**src/rtl/step_ctrl_pkg.sv**
```systemverilog
// step_ctrl_pkg: shared step-controller state encodings and default timing constants.
package step_ctrl_pkg;
   typedef enum logic [1:0] {
      IDLE     = 2'd0,
      WAIT_REL = 2'd1,
      RUN      = 2'd2
   } state_t;
   localparam int DEBOUNCE_N_DEF = 200000;
   localparam int RUN_DIV_DEF    = 50000000;
endpackage

```
**src/rtl/step_ctrl_debounce.sv**
```systemverilog
// btn_debounce: 2-flop synchronizer plus stable-count debouncer with a registered rising-edge strobe.
module btn_debounce
   import step_ctrl_pkg::*;
#(
   parameter int DEBOUNCE_N = DEBOUNCE_N_DEF
) (
   input  logic clk,
   input  logic reset,
   input  logic raw,
   output logic level,
   output logic rise
);
   localparam int CW = $clog2(DEBOUNCE_N + 1);
   localparam logic [CW-1:0] CNT_LAST = CW'(DEBOUNCE_N - 1);
   logic [1:0] sync;
   logic [CW-1:0] cnt;
   logic flip;
   // flip once the synchronized input has disagreed for DEBOUNCE_N consecutive cycles
   assign flip = (sync[1] != level) && (cnt == CNT_LAST);
   always_ff @(posedge clk or posedge reset)
      if (reset) begin
         sync  <= '0;
         cnt   <= '0;
         level <= 1'b0;
         rise  <= 1'b0;
      end else begin
         sync  <= {sync[0], raw};
         cnt   <= (sync[1] == level || flip) ? '0 : cnt + CW'(1);
         level <= flip ? sync[1] : level;
         rise  <= flip && sync[1];
      end
endmodule

```
**src/rtl/step_ctrl.sv**
```systemverilog
// step_ctrl: single-step / free-run processor enable generator with debounced controls and a step counter.
module step_ctrl
   import step_ctrl_pkg::*;
#(
   parameter int DEBOUNCE_N = DEBOUNCE_N_DEF,
   parameter int RUN_DIV    = RUN_DIV_DEF
) (
   input  logic        clk,
   input  logic        reset,
   input  logic        btn_step,
   input  logic        sw_run,
   output logic        cpu_en,
   output logic [15:0] step_cnt,
   output logic        mode_run
);
   localparam int DW = $clog2(RUN_DIV + 1);
   localparam logic [DW-1:0] DIV_LAST = DW'(RUN_DIV - 1);
   state_t state, state_d;
   logic [DW-1:0] div, div_d;
   logic btn_level, btn_rise, run_rise, pulse;

   btn_debounce #(.DEBOUNCE_N(DEBOUNCE_N)) u_btn (
      .clk(clk), .reset(reset), .raw(btn_step), .level(btn_level), .rise(btn_rise)
   );
   btn_debounce #(.DEBOUNCE_N(DEBOUNCE_N)) u_run (
      .clk(clk), .reset(reset), .raw(sw_run), .level(mode_run), .rise(run_rise)
   );

   // run mode has priority; leaving RUN never pulses, so a terminal count there is dropped
   always_comb begin
      state_d = state;
      div_d   = '0;
      pulse   = 1'b0;
      if (mode_run) begin
         state_d = RUN;
         if (state == RUN && !run_rise) begin
            div_d = (div == DIV_LAST) ? '0 : div + DW'(1);
            pulse = (div == DIV_LAST);
         end
      end else if (state == RUN)
         state_d = btn_level ? WAIT_REL : IDLE;
      else if (state == IDLE && btn_rise) begin
         state_d = WAIT_REL;
         pulse   = 1'b1;
      end else if (state == WAIT_REL && !btn_level)
         state_d = IDLE;
   end

   always_ff @(posedge clk or posedge reset)
      if (reset) begin
         state    <= IDLE;
         div      <= '0;
         cpu_en   <= 1'b0;
         step_cnt <= '0;
      end else begin
         state  <= state_d;
         div    <= div_d;
         cpu_en <= pulse;
         if (pulse)
            step_cnt <= step_cnt + 16'd1;
      end
endmodule

```
**config.mk**
```make
export PLATFORM = sky130hd
export DESIGN_NAME = step_ctrl
export DESIGN_NICKNAME = d
export VERILOG_FILES = /design/src/rtl/step_ctrl_pkg.sv /design/src/rtl/step_ctrl_debounce.sv /design/src/rtl/step_ctrl.sv
export SDC_FILE = /design/constraint.sdc
export NUM_CORES = 1
export LEC_CHECK = 0
export BUFFER_PORTS_ARGS = -buffer_cell sky130_fd_sc_hd__buf_2
export CORE_MARGIN = 3
export CORE_UTILIZATION = 50
export DETAILED_ROUTE_END_ITERATION = 10
export GPL_TIMING_DRIVEN = 0
export PLACE_DENSITY = 0.73
export SYNTH_ARGS = -nofsm -noshare
export SYNTH_HDL_FRONTEND = slang
export SYNTH_HIERARCHICAL = 1
export SYNTH_SLANG_ARGS = --single-unit
```
**constraint.sdc**
```tcl
create_clock -name clk -period 1.8 [get_ports clk]
set_input_delay 0.09 -clock clk [delete_from_list [all_inputs] [get_ports clk]]
set_output_delay 0.09 -clock clk [all_outputs]
set_load 0.005 [all_outputs]
```
==> impl_metrics.py <==
metrics = {
    "floorplanning": {
        "ioPinCount": 22,
        "initial_utilization": 0.5204,
        "core_um2": 8299,
        "die-area_um2": 9789,
        "fp-row-count": 33,
        "die_y_um": 98.94,
        "die_w_um": 98.94,
    },
    "sta": {
        "relSlewSlack": 0.4464,
        "worst_pin_slew_ns": 0.8294,
        "period_share": 1.010,
        "fin_ws_ns": -0.01730,
        "rsz0062_at_grt": "yes",
        "fmax_mhz": 550.3,
        "drv_slew": 0,
        "setup_viol": 1,
        "hold_violations": 0,
        "finalCriticalPeriod_ns": 1.817,
        "skew_ns": 0.01108,
        "hold-worst-slack_ns": 0.3281,
        "setup_tns_ns": -0.01730,
    },
    "clock_tree": {
        "clk_latency_ns": 0.35,
        "root_buffer": "clkbuf_8",
        "cts_sinks": 89,
        "clockBufferDepth": 2,
        "clk_pin_slew_worst_paths_ns": 0.09,
        "cts_made_buffers": 9,
        "cts_tree": "yes",
        "htreeDepth": 3,
    },
    "yosys": {
        "synth_area_per_cell_um2": 10.48,
        "ys_top_cells_by_area": "dfrtp_1 (52%), xnor2_1 (8.1%), nor2_1 (5.6%), xor2_1 (5.3%), nand3_1 (3.7%)",
        "synth_edf_count": 0,
        "synth_async_sr_flop_share": 1.000,
        "syn_area_um2": 4319,
        "ys_types": 46,
        "synth_flop_cell": "dfrtp_1",
        "ys_warn_count": 6,
        "syn-num-nets": 420,
        "synthCells": 412,
        "synth_seq_cells": 89,
        "synth_top_area_share": 0.5156,
        "seq_area_frac_synth": 0.5156,
        "synth_top_cell_by_area": "dfrtp_1",
    },
    "pwr": {
        "switchingPower_uw": 795.6,
        "power_mw": 3.509,
        "swShare": 0.2267,
        "combPwrFrac": 0.038,
        "p_int_mw": 2.713,
        "seq_power_share": 0.578,
        "ir_drop_mv": 0.7043,
        "power.leakage_nw": 2.242,
        "power.density_nw_per_um2": 666.2,
        "power_frac_clock": 0.384,
    },
    "detailed_routing": {
        "route.detailed.drc": 0,
        "vias_per_cell": 5.547,
        "vias": 3245,
        "ant_nets": 0,
        "first_pass_iters": 4,
        "routedWlPerCell_um": 14.66,
        "drt_wl_total_mm": 8.576,
        "drt_iter0_drc": 87,
    },
    "worst_setup_path": {
        "r2r-end": "step_cnt[1]$_DFFE_PP0P_",
        "r2r_cells": 7,
        "end_kind": "flip-flop",
        "crit_path_start_kind": "flip-flop",
        "cp_slowest_cell": "dfrtp_1",
        "path_cells": "ha_4, and4_1, nand4_1, buf_4, o22ai_4, and2b_2, mux2_4",
        "crit_type": "reg2reg",
        "critical_path_buf_inv_count": 1,
        "cp.required_ns": 2.05,
        "arrival_ns": 2.06,
        "r2r-start": "div[1]$_DFF_PP0_",
        "cpPeakStageDelay_ns": 0.43,
        "cp_max_fo": 5,
        "crit_family": "simple AND/OR/NAND/NOR gates",
        "rrSetupSlack_ns": -0.02,
    },
    "global_routing": {
        "grt_max_degree": 25,
        "grt_antenna_before_repair": 0,
        "track_usage": 0.1777,
        "grt_pass1_wl_mm": 14.48,
        "grt_pass1_vias": 3191,
        "grt_overflow": 0,
    },
    "finish": {
        "drive_above_1_share": 0.2438,
        "utilization": 0.6347,
        "design_area_um2": 5268,
        "layout_common_cells": "dfrtp_1 (86), nor2_1 (63), xnor2_1 (39)",
        "nets": 483,
        "seq_area_um2": 2231,
        "stdcell_count": 585,
        "area.growth.synth_to_final_pct": 21.96,
        "layout_commonest_cell": "dfrtp_1",
        "multi_input_area_um2": 2236,
        "nFillCells": 633,
        "num_antenna_cells": 0,
    },
    "place": {
        "dp_cells": 539,
        "dpl_cell_area_um2": 4576,
        "gp_congestion": 0.7786,
        "dp_slack_ns": -0.4075,
        "place_hpwl_mm": 5.296,
        "port_buffers": 21,
    },
    "run_status": {
        "violations": "negative setup slack",
        "status": "finished, violations left",
    },
    "hold_path": {
        "hp-class": "in2async",
    },
    "flow_run": {
        "drv_cap": 0,
    },
}
[power groups by stage]
stage	logic (mW)	registers [mW]	clock network, mW
floorplan	0.0604	2.06	0
global placement	0.0818	2.07	0
detailed placement	0.0883	2.07	0
CTS	0.113	2.02	1.39
global route	0.148	2.03	1.45
finish	0.133	2.03	1.35
[kinds of logic after synthesis]
kind of cell / Yosys count / synth area share
mux: 7 / 0.01709
fa+ha+maj: 4 / 0.01159
compound gates: 18 / 0.02781
simple gates: 206 / 0.2700
buf+inv: 22 / 0.02404
flops: 89 / 0.5156
xor+xnor: 66 / 0.1338
[sequential cells by signal (all words and copies together), names as in the netlist]
register and count:
u_run/rise 1, div 26, u_run/level 1, u_run/cnt 18, u_run/sync 2, u_btn/cnt 18, state 2, u_btn/rise 1
step_cnt 16, u_btn/sync 2, cpu_en 1, u_btn/level 1
[cell usage after synthesis, drive strengths merged (6+ instances only)]
cell / instances
and3: 8
and4: 6
buf: 6
dfrtp: 89
inv: 13
nand2: 22
nand3: 34
nand4: 19
nor2: 65
nor3: 12
nor4: 12
o21ai: 7
xnor2: 40
xor2: 26
[tightest hold or removal path, stage by stage]
cell	delay [ns]
dlygate4sd3_1	0.53
buf_2	0.15
inv_2	0.36
[what timing repair did]
item / 4_1_cts / 5_1_grt
hold buffers: 3 / 0
pin swaps: 4 / 12
setup buffers: 11 / 15
gates resized for setup: 20 / 33
cloned: 0 / 1
setup endpoints to repair: 65 / 53
endpoints found under the hold margin: 67 / 0
[layout make-up]
| cell class | count | share of cell area |
|---|---|---|
| multi-input cells | 301 | 0.4245 |
| flip-flops and latches | 89 | 0.4235 |
| repair buffers | 52 | 0.06817 |
| well taps | 105 | 0.02494 |
| clock buffers | 10 | 0.02423 |
| clock inverters | 6 | 0.01283 |
| plain buffers | 9 | 0.01259 |
| inverters | 13 | 0.009264 |
[how the worst max path moves through the flow]
stage | from | to | slack (ns) | cells after the start
2_1_floorplan | div[0]$_DFF_PP0_ | step_cnt[1]$_DFFE_PP0P_ | 0.04 | 6
3_3_place_gp | div[16]$_DFF_PP0_ | div[12]$_DFF_PP0_ | -0.39 | 5
3_5_place_dp | div[16]$_DFF_PP0_ | div[10]$_DFF_PP0_ | -0.41 | 5
4_1_cts | div[8]$_DFF_PP0_ | step_cnt[1]$_DFFE_PP0P_ | 0.004 | 5
5_1_grt | div[8]$_DFF_PP0_ | step_cnt[1]$_DFFE_PP0P_ | -0.11 | 5
6_report | div[1]$_DFF_PP0_ | step_cnt[1]$_DFFE_PP0P_ | -0.02 | 7
[layer usage]
| layer | GRT usage | share of wire | up-vias |
|---|---|---|---|
| met3 | 0.04034 | 0.026 | 5 |
| met4 | 0.04412 | 0.0073 | 0 |
| met2 | 0.3053 | 0.51 | 43 |
| met5 | 0 | 0 | - |
| met1 | 0.2281 | 0.46 | 1634 |
| li1 | - | - | 1563 |
No activity file was read; power rests on OpenSTA's default activity.
